$ cat src/rtl/mem_arb_pkg.sv
// Shared types for the fetch/memory-stage bus arbiter.
package mem_arb_pkg;

    localparam int DATA_W_DEF = 32;
    localparam int MASK_W     = DATA_W_DEF / 8;

    typedef enum logic [2:0] {
        IDLE   = 3'd0,
        REQ_I  = 3'd1,
        WAIT_I = 3'd2,
        REQ_D  = 3'd3,
        WAIT_D = 3'd4
    } arb_state_e;

endpackage

$ cat src/rtl/mem_port_arbiter.sv
// Shares one memory bus between instruction fetch and load/store, one transaction
// outstanding, data port has priority; stale fetches after a branch are dropped.
module mem_port_arbiter
    import mem_arb_pkg::*;
#(
    parameter int ADDR_W = 32,
    parameter int DATA_W = 32
) (
    input  logic                clk,
    input  logic                rst_n,
    input  logic                if_req,
    input  logic [ADDR_W-1:0]   if_addr,
    input  logic                flush_f,
    output logic                if_valid,
    output logic [DATA_W-1:0]   if_rdata,
    input  logic                d_req,
    input  logic                d_we,
    input  logic [ADDR_W-1:0]   d_addr,
    input  logic [DATA_W-1:0]   d_wdata,
    input  logic [DATA_W/8-1:0] d_mask,
    output logic                d_valid,
    output logic [DATA_W-1:0]   d_rdata,
    output logic                bus_req,
    output logic                bus_we,
    output logic [ADDR_W-1:0]   bus_addr,
    output logic [DATA_W-1:0]   bus_wdata,
    output logic [DATA_W/8-1:0] bus_mask,
    input  logic                bus_gnt,
    input  logic                bus_rvalid,
    input  logic [DATA_W-1:0]   bus_rdata,
    output logic                stall_f,
    output logic                stall_m,
    output arb_state_e          dbg_state
);

    // Handshake: bus_req stays high with a stable payload until bus_gnt is seen;
    // x_req is held by the requester until its one-cycle x_valid pulse.

    arb_state_e          state_q,     state_d;
    logic                drop_q,      drop_d;
    logic                bus_req_q,   bus_req_d;
    logic                bus_we_q,    bus_we_d;
    logic [ADDR_W-1:0]   bus_addr_q,  bus_addr_d;
    logic [DATA_W-1:0]   bus_wdata_q, bus_wdata_d;
    logic [DATA_W/8-1:0] bus_mask_q,  bus_mask_d;
    logic                if_valid_q,  if_valid_d;
    logic [DATA_W-1:0]   if_rdata_q,  if_rdata_d;
    logic                d_valid_q,   d_valid_d;
    logic [DATA_W-1:0]   d_rdata_q,   d_rdata_d;

    logic d_elig;
    logic if_elig;

    // A port whose completion pulse is high this cycle is not reissued.
    assign d_elig  = d_req & ~d_valid_q;
    assign if_elig = if_req & ~if_valid_q;

    always_comb begin
        state_d     = state_q;
        drop_d      = drop_q;
        bus_req_d   = bus_req_q;
        bus_we_d    = bus_we_q;
        bus_addr_d  = bus_addr_q;
        bus_wdata_d = bus_wdata_q;
        bus_mask_d  = bus_mask_q;
        if_valid_d  = 1'b0;
        if_rdata_d  = if_rdata_q;
        d_valid_d   = 1'b0;
        d_rdata_d   = d_rdata_q;

        case (state_q)
            IDLE: begin
                drop_d = 1'b0;
                if (d_elig) begin
                    state_d     = REQ_D;
                    bus_req_d   = 1'b1;
                    bus_we_d    = d_we;
                    bus_addr_d  = d_addr;
                    bus_wdata_d = d_wdata;
                    bus_mask_d  = d_mask;
                end else if (if_elig) begin
                    state_d     = REQ_I;
                    bus_req_d   = 1'b1;
                    bus_we_d    = 1'b0;
                    bus_addr_d  = if_addr;
                    bus_wdata_d = '0;
                    bus_mask_d  = '1;
                    drop_d      = flush_f;
                end
            end
            REQ_I: begin
                if (flush_f) drop_d = 1'b1;
                if (bus_gnt) begin
                    state_d   = WAIT_I;
                    bus_req_d = 1'b0;
                end
            end
            WAIT_I: begin
                if (flush_f) drop_d = 1'b1;
                if (bus_rvalid) begin
                    state_d = IDLE;
                    drop_d  = 1'b0;
                    // A flush arriving with the response still makes it stale.
                    if (!(drop_q | flush_f)) begin
                        if_valid_d = 1'b1;
                        if_rdata_d = bus_rdata;
                    end
                end
            end
            REQ_D: begin
                if (bus_gnt) begin
                    state_d   = WAIT_D;
                    bus_req_d = 1'b0;
                end
            end
            WAIT_D: begin
                if (bus_rvalid) begin
                    state_d   = IDLE;
                    d_valid_d = 1'b1;
                    if (!bus_we_q) d_rdata_d = bus_rdata;
                end
            end
            default: begin
                state_d   = IDLE;
                bus_req_d = 1'b0;
                drop_d    = 1'b0;
            end
        endcase
    end

    always_ff @(posedge clk or negedge rst_n) begin
        if (!rst_n) begin
            state_q     <= IDLE;
            drop_q      <= 1'b0;
            bus_req_q   <= 1'b0;
            bus_we_q    <= 1'b0;
            bus_addr_q  <= '0;
            bus_wdata_q <= '0;
            bus_mask_q  <= '0;
            if_valid_q  <= 1'b0;
            if_rdata_q  <= '0;
            d_valid_q   <= 1'b0;
            d_rdata_q   <= '0;
        end else begin
            state_q     <= state_d;
            drop_q      <= drop_d;
            bus_req_q   <= bus_req_d;
            bus_we_q    <= bus_we_d;
            bus_addr_q  <= bus_addr_d;
            bus_wdata_q <= bus_wdata_d;
            bus_mask_q  <= bus_mask_d;
            if_valid_q  <= if_valid_d;
            if_rdata_q  <= if_rdata_d;
            d_valid_q   <= d_valid_d;
            d_rdata_q   <= d_rdata_d;
        end
    end

    assign if_valid  = if_valid_q;
    assign if_rdata  = if_rdata_q;
    assign d_valid   = d_valid_q;
    assign d_rdata   = d_rdata_q;
    assign bus_req   = bus_req_q;
    assign bus_we    = bus_we_q;
    assign bus_addr  = bus_addr_q;
    assign bus_wdata = bus_wdata_q;
    assign bus_mask  = bus_mask_q;
    assign stall_f   = if_elig;
    assign stall_m   = d_elig;
    assign dbg_state = state_q;

endmodule

$ cat config.mk
export PLATFORM = sky130hd
export DESIGN_NAME = mem_port_arbiter
export DESIGN_NICKNAME = d
export VERILOG_FILES = /design/src/rtl/mem_arb_pkg.sv /design/src/rtl/mem_port_arbiter.sv
export SDC_FILE = /design/constraint.sdc
export NUM_CORES = 1
export LEC_CHECK = 0
export ABC_CLOCK_PERIOD_IN_PS = 1700
export BUFFER_PORTS_ARGS = -buffer_cell sky130_fd_sc_hd__buf_2
export CORE_ASPECT_RATIO = 0.5
export CORE_UTILIZATION = 42
export CTS_CLUSTER_SIZE = 8
export DETAILED_ROUTE_END_ITERATION = 16
export PLACE_DENSITY = 0.77
export SLEW_MARGIN = 10
export SYNTH_ARGS = -nofsm -noshare
export SYNTH_HDL_FRONTEND = slang
export SYNTH_SLANG_ARGS = --single-unit
$ cat constraint.sdc
create_clock -name clk -period 1.7 [get_ports clk]
set_input_delay 0.085 -clock clk [delete_from_list [all_inputs] [get_ports clk]]
set_output_delay 0.085 -clock clk [all_outputs]
set_load 0.005 [all_outputs]
== Word level (Yosys, flattened, before mapping) ==
Cells that the tools add are included.

* Output and inout bits: 141
* Input port bits: 140
* Register bits after elaboration: 140
* Logic and storage cells: 66

* Equal/unequal tests: 9
* Reduce and logical (&&, ||, !) cells: 10
* Multiplexer cells: 28
* Bitwise gates (word level): 8

{| class="wikitable"
|+ Operators by type and width
! cell !! number
|-
| 32-bit 2-to-1 mux || 4
|-
| 3-bit 2-to-1 mux || 5
|-
| 1-bit 2-to-1 mux || 14
|-
| 3-bit case mux with 4 select lines || 1
|-
| 3-bit AND reduction || 3
|-
| 4-bit 2-to-1 mux || 2
|-
| 3-bit by 2-bit equality test with 1-bit output, second input constant || 2
|-
| 2-bit OR reduction || 3
|-
| 1-bit NOT || 5
|-
| 2-bit by 1-bit != test with 1-bit output, second input constant || 2
|-
| 2-bit != test, second input constant || 2
|-
| 1-bit case mux with 4 select lines || 1
|-
| 4-bit AND reduction || 1
|-
| 3-bit by 1-bit equality test with 1-bit output, second input constant || 1
|-
| 3-bit equality test, second input constant || 1
|-
| 3-bit zero test || 1
|-
| 3-bit != test, second input constant || 1
|-
| 1-bit case mux with 3 select lines || 1
|-
| 1-bit bitwise AND || 2
|-
| 2-bit AND reduction || 1
|-
| 2-bit nonzero test || 1
|-
| 1-bit OR || 1
|}

== Logic depth before layout (Yosys ltp) ==
* Depth after elaboration: 5
* Gate-level depth with buffers: 7
* Gate-level depth less buffers: 4

== Worst setup path before layout ==
Ideal clock, no wire load.

* Path type: reg-to-reg
* Start: register state_q[1] (netlist: dbg_state[1])
* End: register bus_addr_q[10] (netlist: bus_addr[10])
* Arrival: 1.696 ns
* Data required time: 1.575 ns
* Path buffers: 3
* Clock period less this slack: 1.821 ns
* Path slack: -0.121 ns
* Setup time: 0.125 ns
* Cell stages (with the launch flop): 7
* Cell sequence: dfrtp_1 buf_2 nor3_1 o21a_1 buf_4 buf_4 mux2_2

* Cells in the longest elaborated chain, start to end: 2

{| class="wikitable"
|+ RTL lines
! item !! line !! text
|-
| start, declared || mem_port_arbiter.sv:39 || <nowiki>arb_state_e state_q, state_d;</nowiki>
|-
| start signal, assigned || mem_port_arbiter.sv:145 || <nowiki>state_q <= state_d;</nowiki>
|-
| 3-bit zero test || mem_port_arbiter.sv:71 || <nowiki>case (state_q)</nowiki>
|-
| 2-bit AND reduction (no line) || - ||
|-
| end signal, assigned || mem_port_arbiter.sv:149 || <nowiki>bus_addr_q <= bus_addr_d;</nowiki>
|-
| end, declared || mem_port_arbiter.sv:43 || <nowiki>logic [ADDR_W-1:0] bus_addr_q, bus_addr_d;</nowiki>
|}

Every way passes these cells.
A chain may end at the register's enable or synchronous reset.

== Worst setup path in the final report ==
* Start: register state_q[0] (netlist: dbg_state[0])
* End: register if_rdata_q[17] (netlist: if_rdata[17])

* Cells in the longest elaborated chain, start to end: 2

{| class="wikitable"
|+ RTL lines
! item !! line !! text
|-
| 3-bit by 2-bit equality test with 1-bit output || mem_port_arbiter.sv:71 ||
|-
| 3-bit AND reduction (no line) || - ||
|-
| end signal, assigned || mem_port_arbiter.sv:153 || <nowiki>if_rdata_q <= if_rdata_d;</nowiki>
|-
| end, declared || mem_port_arbiter.sv:47 || <nowiki>logic [DATA_W-1:0] if_rdata_q, if_rdata_d;</nowiki>
|}

Every way passes these cells.

==> impl_metrics.toml <==
[sta]
rsz0062_at_grt = "yes"
relSlewSlack_pct = 69.0
slew_viol_final = 0
period_minus_slack_ns = 1.72
tns_ns = -0.234
fmax_mhz = 581
hold_slack_ns = 0.0327
worst_pin_slew_ns = 0.466
period_share_pct = 101
finalSetupViolations = 21
fin_worst_skew_ns = 0.0126
setup_ws_ns = -0.0209
hold_violations = 0

[detailed_routing]
drc_errors = 0
drt_iter0_drc = 195
wire_per_inst_um = 18.4
drtPass1Iterations = 4
num_vias = 4670
wl_um = 17000
ant_nets = 0
vias_per_cell = 5.07

[worst_setup_path]
critPathArrivalTime_ns = 2.00
crit_required_ns = 1.98
worst_path_max_delay_cell = "or4_4"
crit_type = "reg -> reg"
cp_cell_sequence = "nand2b_1 > or4_4 > buf_12 > mux2_4"
worst_r2r_path_depth = 4
rr_startpoint = "dbg_state[0]$_DFFE_PN0P_"
slowest_delay_ns = 0.47
worstSetupEndpointType = "flop"
cp-start-kind = "flop"
cp-startpoint = "dbg_state[0]$_DFFE_PN0P_"
reg2reg_to = "if_rdata[17]$_DFFE_PN0P_"
critPathMaxFanout = 26
r2r_slack_ns = -0.02

[place]
post-place-ws_ns = -0.0162
io_buffers = 280
hpwl_um = 10100
finalWeightedCongestion = 0.787

[logic_synthesis]
ys_types = 31
synth_compound_area_share_pct = 7.21
synth_top_area_share_pct = 60.8
synth_top_family_by_area = "multiplexers"
synth_edf_count = 0
synthesis.area_um2 = 5760
async_reset_ff_share_pct = 100
synthMuxAreaShare_pct = 26.9
synth_fp_nets = 508
postSynthAreaPerCell_um2 = 15.7
synthAdderAreaFrac_pct = 0
synth_cells = 368
ys_top_cells_by_count = "dfrtp_1 (140), mux2_2 (97), a22o_1 (33)"
synth-xor-area-share_pct = 0
yosysWarningCount = 0
ys_ff_latch = 140
ys.flop_type = "dfrtp_1"
yosysMostFrequentCell = "dfrtp_1"
seq_area_frac_synth_pct = 60.8
yosys.area_share.simple_pct = 1.95
synthTopCellsByArea = "dfrtp_1 (61%), mux2_2 (19%), mux2_4 (7.6%), a22o_1 (5.0%), buf_6 (0.98%)"
synth_area_leader_cell = "dfrtp_1"

[floorplan]
die_w_um = 168
initial_utilization_pct = 44.2
pin_count = 281
die_height_um = 84.8
rows = 29
coreArea_um2 = 13000
die_area_um2 = 14200

[grt]
grt_pass1_vias = 4851
grt_usage_pct = 23.1
grt_pass1_wl_um = 25100
antenna_found_initial = 0
grt_max_degree = 50
grt_overflow = 0

[pwr]
cellLeakagePower_nw = 4.60
peakVddDrop_mv = 0.912
p_per_area_nw_per_um2 = 1710
power_mw = 15.2

[clock_network]
tritoncts = "built"
clockBufferDepth = 2
htree_levels = 4
clkLatencyLatePin_ns = 0.41
path_clk_slew_ns = 0.06
cts_root_buffer = "clkbuf_16"
numCtsBuffers = 17
cts_sinks = 140

[layout]
post-route-util_pct = 68.6
antennaDiodeCount = 0
syn_to_final_growth_pct = 54.9
drive_gt1_share_pct = 63.0
nets = 880

[min_path]
min_from = "if_addr[9]"
hold_class = "in -> reg"
whs_path_depth = 3
min_to = "bus_addr[9]$_DFFE_PN0P_"

[run]
maxCapViolations = 0

[outcome]
status = "finished, violations left"
violations = "setup timing"
power by group:
part	switching [mW]	total [mW]	internal, mW
sequential	0.883	5.78	4.90
clock	1.41	3.72	2.31
combinational	2.34	5.73	3.39
total	4.64	15.2	10.6
layer usage:
metal	global-route usage (%)	vias up	share of wire, %
li1	-	2090	-
met1	25.7	2325	39
met2	42.3	195	53
met3	3.50	60	3.7
met4	14.8	0	4.6
met5	0	-	0
worst max-delay path, delay by kind of cell, from the launching register on:
family,cells,cell delay [ns]
buf+inv,1,0.21
simple gates,2,0.67
mux,1,0.31
flops,1,0.41
worst max-delay path by stage:
| stage | end | slack (ns) | depth (start not counted) |
|---|---|---|---|
| floorplan | if_rdata[10]$_DFFE_PN0P_ | -0.11 | 6 |
| global placement | if_rdata[24]$_DFFE_PN0P_ | 0.05 | 4 |
| detailed placement | if_rdata[30]$_DFFE_PN0P_ | -0.02 | 4 |
| CTS | if_rdata[30]$_DFFE_PN0P_ | 0.01 | 4 |
| global route | if_rdata[17]$_DFFE_PN0P_ | -0.04 | 4 |
| finish | if_rdata[17]$_DFFE_PN0P_ | -0.02 | 4 |
cells by family after synthesis:
| group | count (synthesis) |
|---|---|
| flops | 140 |
| mux | 128 |
| compound gates | 50 |
| buf+inv | 31 |
| simple gates | 19 |
through the flow:
step,area (um2),std cells
2_1_floorplan,5770,368
3_3_place_gp,7480,811
3_5_place_dp,7480,811
4_1_cts,8800,915
5_1_grt,8930,922
6_report,8930,922
sequential cells by signal (all words and copies together) (netlist names), 3 cells and up:
name       count
dbg_state      3
bus_wdata     32
bus_addr      32
if_rdata      32
bus_mask       4
d_rdata       32
layout by cell type (no fill, tap or decap), drive strengths merged, types with 2 or more instances in the layout:
cell type    netlist  final
clkinv             0      3
buf               20    304
clkbuf             7     24
bufinv             0      2
dlygate4sd3        0     73
mux2             128    128
inv                4      5
clkinvlp           0      4
nand2              7      7
a22o              33     33
a21oi              3      3
o22ai              2      2
nand2b             3      3
o21a               2      2
o22a               4      4
nor2               3      3
dfrtp            140    140
layout make-up:
cell class	count	area, um2
Sequential cell	140	3500
Clock buffer	21	480
Multi-Input combinational cell	197	2100
Timing Repair Buffer	380	2500
Fill cell	862	4100
Inverter	4	15.0
Tap cell	170	213
Clock inverter	10	114
what timing repair did:
| item | CTS | global route |
|---|---|---|
| hold buffers | 73 | 0 |
| hold endpoints to repair | 149 | 0 |
| pin swaps | 0 | 1 |
| gates resized for setup | 1 | 6 |
| cloned | 0 | 4 |
| endpoints found under the setup margin | 27 | 86 |
| setup buffers | 0 | 3 |
Power figures use the tool's default switching activity.
